**src/rtl/dmem_arbiter_pkg.sv**
```systemverilog
// Shared definitions for the data-memory arbiter: port indices, access encoding
// and default geometry.
package dmem_arbiter_pkg;

    localparam int DW_DEF        = 32;
    localparam int AW_DEF        = 10;
    localparam int BURST_LEN_DEF = 4;

    typedef enum logic {
        PORT_CORE = 1'b0,
        PORT_DBG  = 1'b1
    } port_e;

    typedef enum logic {
        ACC_RD = 1'b0,
        ACC_WR = 1'b1
    } acc_e;

    function automatic port_e other_port(input port_e p);
        return (p == PORT_CORE) ? PORT_DBG : PORT_CORE;
    endfunction

endpackage

```
**src/rtl/dmem_arbiter_rr2_burst_arb.sv**
```systemverilog
// Two-requester round-robin arbiter with a bounded burst allowance.
// Produces a one-hot grant combinationally and tracks the current owner's streak.
module dmem_arbiter_rr2_burst_arb
    import dmem_arbiter_pkg::*;
#(
    parameter int BURST_LEN = BURST_LEN_DEF
) (
    input  logic       clk,
    input  logic       reset,
    input  logic [1:0] req,
    output logic [1:0] gnt
);

    localparam int            CW      = $clog2(BURST_LEN + 1);
    localparam logic [CW-1:0] CNT_MAX = CW'(BURST_LEN - 1);

    port_e         last_owner_q, last_owner_d;
    logic          streak_q, streak_d;
    logic [CW-1:0] burst_cnt_q, burst_cnt_d;
    logic          keep_owner;
    port_e         winner;

    // The burst allowance only covers back-to-back grants: after an idle cycle
    // contention goes to the port that did not own the bus last, which is why
    // port 0 wins the first contention out of reset.
    always_comb begin
        gnt        = 2'b00;
        winner     = last_owner_q;
        keep_owner = streak_q && req[last_owner_q] && (burst_cnt_q < CNT_MAX);
        case (req)
            2'b01:   winner = PORT_CORE;
            2'b10:   winner = PORT_DBG;
            2'b11:   winner = keep_owner ? last_owner_q : other_port(last_owner_q);
            default: winner = last_owner_q;
        endcase
        if (reset && (req != 2'b00)) begin
            gnt[winner] = 1'b1;
        end
    end

    always_comb begin
        last_owner_d = last_owner_q;
        streak_d     = 1'b0;
        burst_cnt_d  = '0;
        if (gnt != 2'b00) begin
            streak_d = 1'b1;
            if (winner == last_owner_q) begin
                burst_cnt_d = (burst_cnt_q == CNT_MAX) ? burst_cnt_q : burst_cnt_q + CW'(1);
            end else begin
                last_owner_d = winner;
                burst_cnt_d  = '0;
            end
        end
    end

    always_ff @(posedge clk or negedge reset) begin
        if (!reset) begin
            last_owner_q <= PORT_DBG;
            streak_q     <= 1'b0;
            burst_cnt_q  <= '0;
        end else begin
            last_owner_q <= last_owner_d;
            streak_q     <= streak_d;
            burst_cnt_q  <= burst_cnt_d;
        end
    end

endmodule

```
**src/rtl/dmem_arbiter.sv**
```systemverilog
// Shares one single-port data memory between the core LSU (port 0) and the
// debug/DMA loader (port 1); one access per cycle, registered acks and read data.
module dmem_arbiter
    import dmem_arbiter_pkg::*;
#(
    parameter int DW        = DW_DEF,
    parameter int AW        = AW_DEF,
    parameter int BURST_LEN = BURST_LEN_DEF
) (
    input  logic          clk,
    input  logic          reset,
    input  logic          req0,
    input  logic          req1,
    input  logic          we0,
    input  logic          we1,
    input  logic [31:0]   addr0,
    input  logic [31:0]   addr1,
    input  logic [DW-1:0] wdata0,
    input  logic [DW-1:0] wdata1,
    output logic          gnt0,
    output logic          gnt1,
    output logic          ack0,
    output logic          ack1,
    output logic          err0,
    output logic          err1,
    output logic [DW-1:0] rdata0,
    output logic [DW-1:0] rdata1,
    output logic          mem_write,
    output logic          mem_read,
    output logic [31:0]   mem_addr,
    output logic [DW-1:0] mem_din,
    input  logic [DW-1:0] mem_dout
);

    logic [1:0]    req;
    logic [1:0]    gnt;
    logic [1:0]    oor;
    port_e         sel;
    acc_e          sel_acc;
    logic          sel_oor;
    logic [31:0]   sel_addr;
    logic [DW-1:0] sel_wdata;

    logic [1:0]    ack_q, ack_d;
    logic [1:0]    err_q, err_d;
    logic [DW-1:0] rdata0_q, rdata0_d;
    logic [DW-1:0] rdata1_q, rdata1_d;

    assign req = {req1, req0};

    dmem_arbiter_rr2_burst_arb #(
        .BURST_LEN(BURST_LEN)
    ) u_arb (
        .clk  (clk),
        .reset(reset),
        .req  (req),
        .gnt  (gnt)
    );

    // Any set bit above the implemented address range would alias onto a valid
    // word, so such accesses are granted but never reach the memory.
    always_comb begin
        oor[0]    = |addr0[31:AW];
        oor[1]    = |addr1[31:AW];
        sel       = gnt[1] ? PORT_DBG : PORT_CORE;
        sel_acc   = (sel == PORT_DBG) ? acc_e'(we1) : acc_e'(we0);
        sel_addr  = (sel == PORT_DBG) ? addr1 : addr0;
        sel_wdata = (sel == PORT_DBG) ? wdata1 : wdata0;
        sel_oor   = (sel == PORT_DBG) ? oor[1] : oor[0];

        mem_write = 1'b0;
        mem_read  = 1'b0;
        mem_addr  = '0;
        mem_din   = '0;
        if ((gnt != 2'b00) && !sel_oor) begin
            mem_write = (sel_acc == ACC_WR);
            mem_read  = (sel_acc == ACC_RD);
            mem_addr  = {{(32-AW){1'b0}}, sel_addr[AW-1:0]};
            mem_din   = sel_wdata;
        end
    end

    always_comb begin
        ack_d    = gnt;
        err_d    = gnt & oor;
        rdata0_d = (gnt[0] && !oor[0] && !we0) ? mem_dout : rdata0_q;
        rdata1_d = (gnt[1] && !oor[1] && !we1) ? mem_dout : rdata1_q;
    end

    always_ff @(posedge clk or negedge reset) begin
        if (!reset) begin
            ack_q    <= '0;
            err_q    <= '0;
            rdata0_q <= '0;
            rdata1_q <= '0;
        end else begin
            ack_q    <= ack_d;
            err_q    <= err_d;
            rdata0_q <= rdata0_d;
            rdata1_q <= rdata1_d;
        end
    end

    assign gnt0   = gnt[0];
    assign gnt1   = gnt[1];
    assign ack0   = ack_q[0];
    assign ack1   = ack_q[1];
    assign err0   = err_q[0];
    assign err1   = err_q[1];
    assign rdata0 = rdata0_q;
    assign rdata1 = rdata1_q;

endmodule

```
**config.mk**
```make
export PLATFORM = sky130hd
export DESIGN_NAME = dmem_arbiter
export DESIGN_NICKNAME = d
export VERILOG_FILES = /design/src/rtl/dmem_arbiter_pkg.sv /design/src/rtl/dmem_arbiter_rr2_burst_arb.sv /design/src/rtl/dmem_arbiter.sv
export SDC_FILE = /design/constraint.sdc
export NUM_CORES = 1
export LEC_CHECK = 0
export CAP_MARGIN = 40
export CORE_AREA = 2 2 119 121
export DETAILED_ROUTE_END_ITERATION = 8
export DIE_AREA = 0 0 121 123
export PLACE_DENSITY = 0.73
export SYNTH_ARGS = -nofsm -noshare
export SYNTH_HDL_FRONTEND = slang
export SYNTH_SLANG_ARGS = --single-unit
```
**constraint.sdc**
```tcl
create_clock -name clk -period 4.2 [get_ports clk]
set_input_delay 1.26 -clock clk [delete_from_list [all_inputs] [get_ports clk]]
set_output_delay 1.26 -clock clk [all_outputs]
set_load 0.005 [all_outputs]
```
======== Word-level counts from Yosys, hierarchy flattened ========
Index checks and enable logic that the tools add are counted.
operators by class
  add/sub/neg operators ................... 1
  $lt $le $gt $ge ......................... 4
  eq/ne operators ......................... 6
  muxes and demuxes ....................... 21
  bitwise operators ....................... 3
  reductions and logical operators ........ 19
operators by type and width
  kind                                                                   number
  32-bit two-way mux                                                     2
  22-bit OR reduction                                                    2
  10-bit two-way mux                                                     2
  1-bit two-way mux                                                      11
  1-bit logical AND                                                      9
  3-bit two-way mux                                                      3
  1-bit zero test                                                        5
  2-bit equality test, second input constant                             2
  1-bit by 2-bit < comparator with 1-bit output, second input constant   2
  2-bit nonzero test                                                     2
  3-bit by 1-bit adder with 3-bit output, second input constant          1
  3-bit by 2-bit equality test with 1-bit output, second input constant  1
  3-bit by 2-bit < comparator with 1-bit output, second input constant   1
  3-bit inequality test, second input constant                           1
  1-bit case mux with 3 select lines                                     1
  2-bit bitwise AND                                                      1
  2-bit by 1-bit equality test with 1-bit output, second input constant  1
  2-bit two-way mux                                                      1
  1-bit inverter                                                         2
  2-bit AND reduction                                                    1
  1-bit demux with 1-bit select                                          1
  1-bit equality test                                                    1
  1-bit greater-or-equal comparator, second input constant               1
storage, ports and cells
  bits in registers ....................... 73
  input bits .............................. 166
  output and inout port bits .............. 136
  logic and storage cells ................. 61

======== Logic depth before layout (Yosys ltp) ========
Gate-level depths: netlist of run 1.
  depth in word-level cells ............... 16
  gate-level depth with buffers ........... 7
  gate-level depth less buffers ........... 5

======== Cells and area by module ========
From an unflattened synthesis of run 1, not the netlist that was laid out.
second synthesis, totals
  cells, all modules ...................... 324
  area, all modules ....................... 3724.8 µm²
by module, submodules not included
  module                      instances  cells an instance  area each (µm²)  seq. area each (µm²)
  dmem_arbiter                1          291                3390.8           1701.6
  dmem_arbiter_rr2_burst_arb  1          33                 334.1            126.4

======== Least setup slack after synthesis of run 1 ========
No wires, ideal clock.
  path kind ............................... input-to-output
  start ................................... in addr1[13]
  end ..................................... out mem_din[22]
  data arrival time ....................... 2.731 ns
  data required time ...................... 2.940 ns
  path slack .............................. 0.209 ns
  cell stages on the path ................. 5
  path buffers ............................ 1
  cells stage by stage .................... or4_1 nor3_2 clkbuf_1 nand4_1 a21oi_1
between the ends
  cells in the longest elaborated chain, start to end .. 5
ends and longest elaborated chain
  item                 RTL line            RTL
  start: declaration   dmem_arbiter.sv:17  input logic [31:0] addr1,
  22-bit OR reduction  dmem_arbiter.sv:64  oor[1] = |addr1[31:AW];
  1-bit two-way mux    dmem_arbiter.sv:69  sel_oor = (sel == PORT_DBG) ? oor[1] : oor[0];
  1-bit zero test      dmem_arbiter.sv:75  if ((gnt != 2'b00) && !sel_oor) begin
  1-bit logical AND    dmem_arbiter.sv:75
  32-bit two-way mux   dmem_arbiter.sv:75
  end: declaration     dmem_arbiter.sv:31  output logic [DW-1:0] mem_din,
No other way between the ends.

======== Final worst setup path of run 1 ========
  start ................................... in addr1[15]
  end ..................................... out mem_din[11]
The elaborated chain is that of the path after synthesis.

==> metrics.json, run 1 <==
{
  "cts_clk_pin_slew_worst_paths": {"value": 0.06, "unit": "ns"},
  "cp_data_arrival_time": {"value": 3.03, "unit": "ns"},
  "syn2layout_area_growth": {"value": 97.4, "unit": "%"},
  "setup_slack": {"value": -0.0919, "unit": "ns"},
  "drtIter0Drc": {"value": 397},
  "pwr_density_cell": {"value": 234, "unit": "nW/um^2"},
  "grt_start_max_net_pins": {"value": 68},
  "synth.avg_cell_area": {"value": 10.8, "unit": "sq um"},
  "yosys.cell_types.count": {"value": 38},
  "clock.fmax": {"value": 0.233, "unit": "GHz"},
  "cts.hold.buffers_added": {"value": 0},
  "crit_path_end_kind": {"value": "primary output"},
  "violations": {"value": "negative setup slack"},
  "dr.pass1.iters": {"value": 5},
  "seq_area_frac_synth": {"value": 44.4, "unit": "%"},
  "drt_wl_total": {"value": 18000, "unit": "um"},
  "drive_gt1_share": {"value": 31.6, "unit": "%"},
  "synth-xor-area-share": {"value": 0.425, "unit": "%"},
  "num_vias": {"value": 4667},
  "die_h": {"value": 123, "unit": "um"},
  "worst_ep_required": {"value": 2.94, "unit": "ns"},
  "design.final.nets": {"value": 881},
  "die_w": {"value": 121, "unit": "um"},
  "synth_top_flop_cell": {"value": "sky130_fd_sc_hd__dfrtp_1"},
  "finalCoreUtilization": {"value": 59.8, "unit": "%"},
  "cell_accounting_for_the_most_synthesized_area": {"value": "sky130_fd_sc_hd__dfrtp_1"},
  "wl_per_cell": {"value": 20.1, "unit": "um"},
  "worst_hold_path.num_cells": {"value": 1},
  "hpwl": {"value": 12700, "unit": "um"},
  "switching_share": {"value": 21.5, "unit": "%"},
  "postSynthCellCount": {"value": 381},
  "rsz0062_at_grt": {"value": "true"},
  "drc": {"value": 0},
  "wire_length_of_the_first_global_routing_pass": {"value": 26400, "unit": "um"},
  "numPortBuffers": {"value": 279},
  "worstSkewPairLatency": {"value": 0.33, "unit": "ns"},
  "maxCapViolations": {"value": 0},
  "vias_per_cell": {"value": 5.20},
  "min_period": {"value": 4.29, "unit": "ns"},
  "power_frac_seq": {"value": 37.6, "unit": "%"},
  "holdWs": {"value": 0.489, "unit": "ns"},
  "synth_edf_count": {"value": 0},
  "syn_area": {"value": 4120, "unit": "sq um"},
  "floorplan.io_pins": {"value": 302},
  "cts_num_sinks": {"value": 73},
  "static-leakage-power": {"value": 3.75, "unit": "nW"},
  "final.period_utilization": {"value": 102, "unit": "%"},
  "power": {"value": 1.90, "unit": "mW"},
  "synth.area.top_cells": {"value": "sky130_fd_sc_hd__dfrtp_1 (44%), sky130_fd_sc_hd__nand4_1 (13%), sky130_fd_sc_hd__mux2_4 (11%), sky130_fd_sc_hd__mux2_1 (9.3%), sky130_fd_sc_hd__a21oi_1 (5.6%)"},
  "worst_slew_pin_slew": {"value": 0.812, "unit": "ns"},
  "holdCritPathClass": {"value": "flip-flop to flip-flop"},
  "rr_endpoint": {"value": "rdata1[5]"},
  "power_frac_comb": {"value": 16.8, "unit": "%"},
  "yosys.area_share.simple": {"value": 18.3, "unit": "%"},
  "fin_skew": {"value": 0.00639, "unit": "ns"},
  "synthAdderAreaFrac": {"value": 0.607, "unit": "%"},
  "globalRouteTotalUtil": {"value": 23.2, "unit": "%"},
  "rows": {"value": 43},
  "report.final.setup_viol": {"value": 25},
  "run_status": {"value": "complete, but fails checks"},
  "maximum_buffer_depth_of_the_clock_tree": {"value": 2},
  "finalMaxSlewViolations": {"value": 0},
  "synth_top_family_by_area": {"value": "multiplexers"},
  "antenna_violations_before_repair": {"value": 0},
  "placed_area": {"value": 7260, "unit": "sq um"},
  "timing_hold_violations_final": {"value": 0},
  "r2r-start": {"value": "u_arb.last_owner_q"},
  "drt.antenna.violating_nets": {"value": 0},
  "floorplan.die_area": {"value": 14900, "unit": "sq um"},
  "max-vdd-ir-drop": {"value": 0.173, "unit": "mV"},
  "synth_mux_area_share": {"value": 20.5, "unit": "%"},
  "criticalPathCategory": {"value": "input pin to primary output"},
  "reg2regPathDepth": {"value": 7},
  "number_of_global_route_vias_before_repair": {"value": 4777},
  "cp-start-kind": {"value": "input pin"},
  "p_switching": {"value": 0.409, "unit": "mW"},
  "coreArea": {"value": 13600, "unit": "sq um"},
  "worst_hold_path.endpoint": {"value": "rdata1[2]"},
  "synth_most_common_cell": {"value": "sky130_fd_sc_hd__nand4_1"},
  "setup_tns": {"value": -0.794, "unit": "ns"},
  "gp_routability_congestion": {"value": 0.837},
  "floorplan.initialDensity": {"value": 30.3, "unit": "%"},
  "regToRegSetupSlack": {"value": 1.94, "unit": "ns"},
  "synth_compound_gate_area_share": {"value": 7.32, "unit": "%"},
  "root_buffer": {"value": "sky130_fd_sc_hd__clkbuf_16"},
  "internal_power_of_the_cells": {"value": 1.50, "unit": "mW"},
  "synth_top_cells_by_count": {"value": "sky130_fd_sc_hd__nand4_1 (86), sky130_fd_sc_hd__dfrtp_1 (72), sky130_fd_sc_hd__a21oi_1 (46)"},
  "cts_tree": {"value": "done"},
  "antennaDiodeCount": {"value": 0},
  "final_design_area_no_fill": {"value": 8140, "unit": "sq um"},
  "min-delay-start": {"value": "rdata1[2]"},
  "max_slew_margin": {"value": 45.9, "unit": "%"},
  "ys.warnings.count": {"value": 0},
  "globalRoute.totalOverflow": {"value": 0},
  "path_max_fanout": {"value": 4},
  "yosys_register_bits": {"value": 73},
  "h_tree_level_count": {"value": 3},
  "cts_buffers": {"value": 9},
  "share_of_flip_flops_with_an_asynchronous_set_or_reset": {"value": 100, "unit": "%"},
  "p_clk_share": {"value": 45.6, "unit": "%"},
  "synth_top_area_share": {"value": 43.7, "unit": "%"}
}
## worst max path at each step
stage                         start  depth (start not counted)  slack [ns]     endpoint
final                     addr1[15]                         10       -0.09  mem_din[11]
after global routing      addr0[19]                          9       -0.13     mem_read
after CTS                 addr0[10]                          9       -0.18     mem_read
after detailed placement  addr0[14]                          8       -0.66  mem_din[26]
after global placement    addr0[14]                          7       -0.61     mem_read
after floorplan           addr1[13]                          5        0.21  mem_din[22]
## timing repair
item / CTS / global route
resized for setup: 290 / 45
endpoints found under the hold margin: 0 / 0
pin swaps: 49 / 66
endpoints found under the setup margin: 44 / 43
gates cloned: 8 / 1
setup buffers: 27 / 14
## cell type report
cell class	count	area, sq um
Clock buffer	11	243
Clock inverter	5	103
Fill cell	1111	5480
Inverter	2	7.51
Multi-Input combinational cell	266	2200
Sequential cell	73	1830
Tap cell	180	225
Timing Repair Buffer	361	3530
## power groups by stage
stage / logic, mW / registers [mW] / clock network (mW)
global placement: 0.290 / 0.727 / 0
finish: 0.319 / 0.716 / 0.868
floorplan: 0.0795 / 0.727 / 0
CTS: 0.316 / 0.716 / 0.884
global route: 0.341 / 0.717 / 0.920
detailed placement: 0.296 / 0.728 / 0
## worst max-delay path, cell delays in order
cell and delay (ns):
sky130_fd_sc_hd__buf_6 0.09, sky130_fd_sc_hd__or4_4 0.54, sky130_fd_sc_hd__nor3_4 0.20, sky130_fd_sc_hd__buf_6 0.13
sky130_fd_sc_hd__buf_8 0.11, sky130_fd_sc_hd__buf_8 0.13, sky130_fd_sc_hd__buf_6 0.10, sky130_fd_sc_hd__nand4_1 0.16
sky130_fd_sc_hd__a21oi_2 0.17, sky130_fd_sc_hd__buf_2 0.13
## sequential cells by signal, indices dropped and copies added (netlist names)
signal              cells
ack_q                   2
err_q                   2
rdata0                 32
rdata1                 32
u_arb.burst_cnt_q       3
u_arb.last_owner_q      1
u_arb.streak_q          1
## cell usage in the layout, fill, tap and decap left out, drive strengths merged, types with 4 or more instances in the layout
cell type | netlist | routed
nor2 | 6 | 6
clkdlybuf4s15 | 0 | 4
clkdlybuf4s50 | 0 | 193
nand2 | 5 | 5
nand4 | 86 | 86
conb | 1 | 22
dlygate4sd2 | 0 | 19
dfrtp | 72 | 72
dlymetal6s2s | 0 | 7
mux2 | 64 | 64
nor4 | 7 | 7
a21oi | 46 | 46
clkbuf | 26 | 16
buf | 35 | 131
## cells by family after synthesis
group / count (synthesis)
and+or+nand+nor: 120
DFF: 73
muxes: 65
buffers and inverters: 63
AOI/OAI and AO/OA: 55
adders and majority gates: 2
xor gates and xnor gates: 2
other: 1
## per-stage QoR
stage,setup WS (ns),std cells
floorplan,0.209,402
global placement,-0.605,840
detailed placement,-0.662,840
CTS,-0.180,890
global route,-0.129,898
finish,-0.0919,898
## routing by layer
metal	track usage, %	up-vias	share of wire (%)
met5	0	-	0
met2	42.9	323	52
li1	-	2071	-
met1	24.8	2214	36
met4	11.4	0	4.1
met3	5.44	59	8.4
Note: power is estimated with default switching activity, not from simulation.
==> run 2: changes to the inputs <==
clock period = 4.1 ns   (was 4.2 ns; I/O delays follow)
==> run 2 against run 1 <==
Compared with the run above: the run now ends clean; die area did not move; worst setup slack improved by 0.11 ns; non-clock buffer count decreased by 20; routed wire length is 7.4% lower; largest power group unchanged; worst hold slack got worse by 0.0019 ns; combinational power increased by 2%; count of clock-buffer cells in the layout grew 3; final area down 2.9%; flip-flop and latch count unchanged; core utilization is 1.8 points lower; final cell count fell by 2.1%.
==> metrics.json, run 2 (synthesized netlist as in run 1, its figures left out) <==
{
  "run_status": {"value": "completed"},
  "holdCritPathClass": {"value": "flip-flop to flip-flop"},
  "antenna_violations_before_repair": {"value": 1},
  "rows": {"value": 43},
  "syn2layout_area_growth": {"value": 91.6, "unit": "%"},
  "cp_peak_stage_delay": {"value": 0.53, "unit": "ns"},
  "vias_per_cell": {"value": 5.14},
  "floorplan.die_area": {"value": 14900, "unit": "sq um"},
  "coreArea": {"value": 13600, "unit": "sq um"},
  "cts.hold.buffers_added": {"value": 0},
  "commonest_cells_after_routing_fill_and_taps_aside": {"value": "sky130_fd_sc_hd__clkdlybuf4s50_1 (192), sky130_fd_sc_hd__nand4_1 (86), sky130_fd_sc_hd__dfrtp_1 (72)"},
  "internal_power_of_the_cells": {"value": 1.44, "unit": "mW"},
  "p_switching": {"value": 0.400, "unit": "mW"},
  "timing_hold_violations_final": {"value": 0},
  "regToRegSetupSlack": {"value": 1.82, "unit": "ns"},
  "cpMostUsedCell": {"value": "sky130_fd_sc_hd__buf_12"},
  "p_clk_share": {"value": 42.6, "unit": "%"},
  "timing.critical_path.cells": {"value": "buf_6 -> or4_4 -> nor3_4 -> buf_12 -> buf_8 -> buf_12 -> nand4_1 -> a21oi_2 -> buf_2"},
  "dp_cells": {"value": 840},
  "rr_endpoint": {"value": "rdata1[21]"},
  "dr.pass1.iters": {"value": 5},
  "grt_start_max_net_pins": {"value": 67},
  "cp-endpoint": {"value": "mem_din[2]"},
  "reg2regPathDepth": {"value": 7},
  "cp-startpoint": {"value": "addr1[15]"},
  "cts_buffers": {"value": 9},
  "crit_path_end_kind": {"value": "primary output"},
  "setup_tns": {"value": 0, "unit": "ns"},
  "holdWs": {"value": 0.487, "unit": "ns"},
  "drive_gt1_share": {"value": 28.8, "unit": "%"},
  "clock.fmax": {"value": 0.245, "unit": "GHz"},
  "maxCapViolations": {"value": 0},
  "cts_tree": {"value": "done"},
  "hpwl": {"value": 12600, "unit": "um"},
  "h_tree_level_count": {"value": 3},
  "slowest_stage": {"value": "sky130_fd_sc_hd__or4_4"},
  "drt_wl_total": {"value": 16700, "unit": "um"},
  "max-vdd-ir-drop": {"value": 0.169, "unit": "mV"},
  "number_of_global_route_vias_before_repair": {"value": 4615},
  "path_max_fanout": {"value": 8},
  "pwr_density_cell": {"value": 233, "unit": "nW/um^2"},
  "cp_num_buf_inv": {"value": 5},
  "r2r-start": {"value": "u_arb.last_owner_q"},
  "final.period_utilization": {"value": 99.5, "unit": "%"},
  "worst_path_dominant_cell_family": {"value": "simple AND/OR/NAND/NOR gates"},
  "cp-start-kind": {"value": "input pin"},
  "num_vias": {"value": 4515},
  "worst_slew_pin_slew": {"value": 0.800, "unit": "ns"},
  "floorplan.io_pins": {"value": 302},
  "fin_skew": {"value": 0.00823, "unit": "ns"},
  "worst_ep_required": {"value": 2.87, "unit": "ns"},
  "wire_length_of_the_first_global_routing_pass": {"value": 24700, "unit": "um"},
  "die_w": {"value": 121, "unit": "um"},
  "finish.cell_count_without_fillers": {"value": 879},
  "power_frac_comb": {"value": 17.6, "unit": "%"},
  "multi_input_comb_area": {"value": 2210, "unit": "sq um"},
  "mostFrequentLayoutCell": {"value": "sky130_fd_sc_hd__clkdlybuf4s50_1"},
  "drc": {"value": 0},
  "wl_per_cell": {"value": 19.0, "unit": "um"},
  "cts_num_sinks": {"value": 73},
  "criticalPathCategory": {"value": "input pin to primary output"},
  "regArea": {"value": 1830, "unit": "sq um"},
  "cp_data_arrival_time": {"value": 2.85, "unit": "ns"},
  "numPortBuffers": {"value": 279},
  "globalRoute.totalOverflow": {"value": 0},
  "max_slew_margin": {"value": 46.7, "unit": "%"},
  "switching_share": {"value": 21.7, "unit": "%"},
  "gp_routability_congestion": {"value": 0.809},
  "report.final.setup_viol": {"value": 0},
  "floorplan.initialDensity": {"value": 30.3, "unit": "%"},
  "worstSkewPairLatency": {"value": 0.33, "unit": "ns"},
  "globalRouteTotalUtil": {"value": 21.5, "unit": "%"},
  "cp.depth": {"value": 9},
  "power_frac_seq": {"value": 39.9, "unit": "%"},
  "static-leakage-power": {"value": 3.58, "unit": "nW"},
  "maximum_buffer_depth_of_the_clock_tree": {"value": 2},
  "rsz0062_at_grt": {"value": "true"},
  "root_buffer": {"value": "sky130_fd_sc_hd__clkbuf_16"},
  "fillerInstances": {"value": 1151},
  "min_period": {"value": 4.08, "unit": "ns"},
  "design.final.nets": {"value": 861},
  "cts_clk_pin_slew_worst_paths": {"value": 0.05, "unit": "ns"},
  "drt.antenna.violating_nets": {"value": 0},
  "finalMaxSlewViolations": {"value": 0},
  "drtIter0Drc": {"value": 350},
  "die_h": {"value": 123, "unit": "um"}
}
[run 2: power groups by stage]
| stage | combinational [mW] | sequential (mW) | clock (mW) |
|---|---|---|---|
| global route | 0.346 | 0.734 | 0.826 |
| floorplan | 0.0814 | 0.745 | 0 |
| CTS | 0.322 | 0.734 | 0.803 |
| detailed placement | 0.306 | 0.746 | 0 |
| global placement | 0.301 | 0.745 | 0 |
| finish | 0.324 | 0.734 | 0.784 |
[run 2: metrics by stage]
stage	total power, mW	area (sq um)	setup slack (ns)	util [%]
finish	1.84	7900	0.0209	58.0
global route	1.91	7900	-0.0193	58.0
CTS	1.86	7880	-0.0272	57.9
detailed placement	1.05	7280	-0.673	53.5
global placement	1.05	7280	-0.661	53.5
floorplan	0.826	4200	0.169	-
[run 2: final cells by class]
class	count	share of cell area (%)
repair buffers	341	42.0
multi-input cells	266	28.0
flip-flops and latches	73	23.1
clock buffers	14	3.47
well taps	180	2.85
clock inverters	2	0.444
inverters	2	0.0951
diodes	1	0.0317
[run 2: worst min path at each step]
stage,endpoint,slack (ns),cells past startpoint,from
after floorplan,rdata0[0],0.49,1,rdata0[0]
after global placement,rdata1[4],0.47,1,rdata1[4]
after detailed placement,rdata0[0],0.48,1,rdata0[0]
after CTS,rdata0[1],0.49,1,rdata0[1]
after global routing,rdata1[19],0.51,1,rdata1[19]
final,rdata0[1],0.49,1,rdata0[1]
[run 2: repair_timing]
action | 4_1_cts | 5_1_grt
pin swaps | 70 | 30
setup endpoints to repair | 44 | 44
buffers inserted | 17 | 0
gates resized for setup | 273 | 34
cloned | 8 | 1
[run 2: routing by layer]
metal  vias to the layer above  global-route usage [%]  share of wire [%]
li1                       2047                       -                  -
met1                      2132                    23.7                 37
met2                       288                    40.2                 51
met3                        48                    4.61                8.1
met4                         0                    8.72                3.6
met5                         -                       0                  0
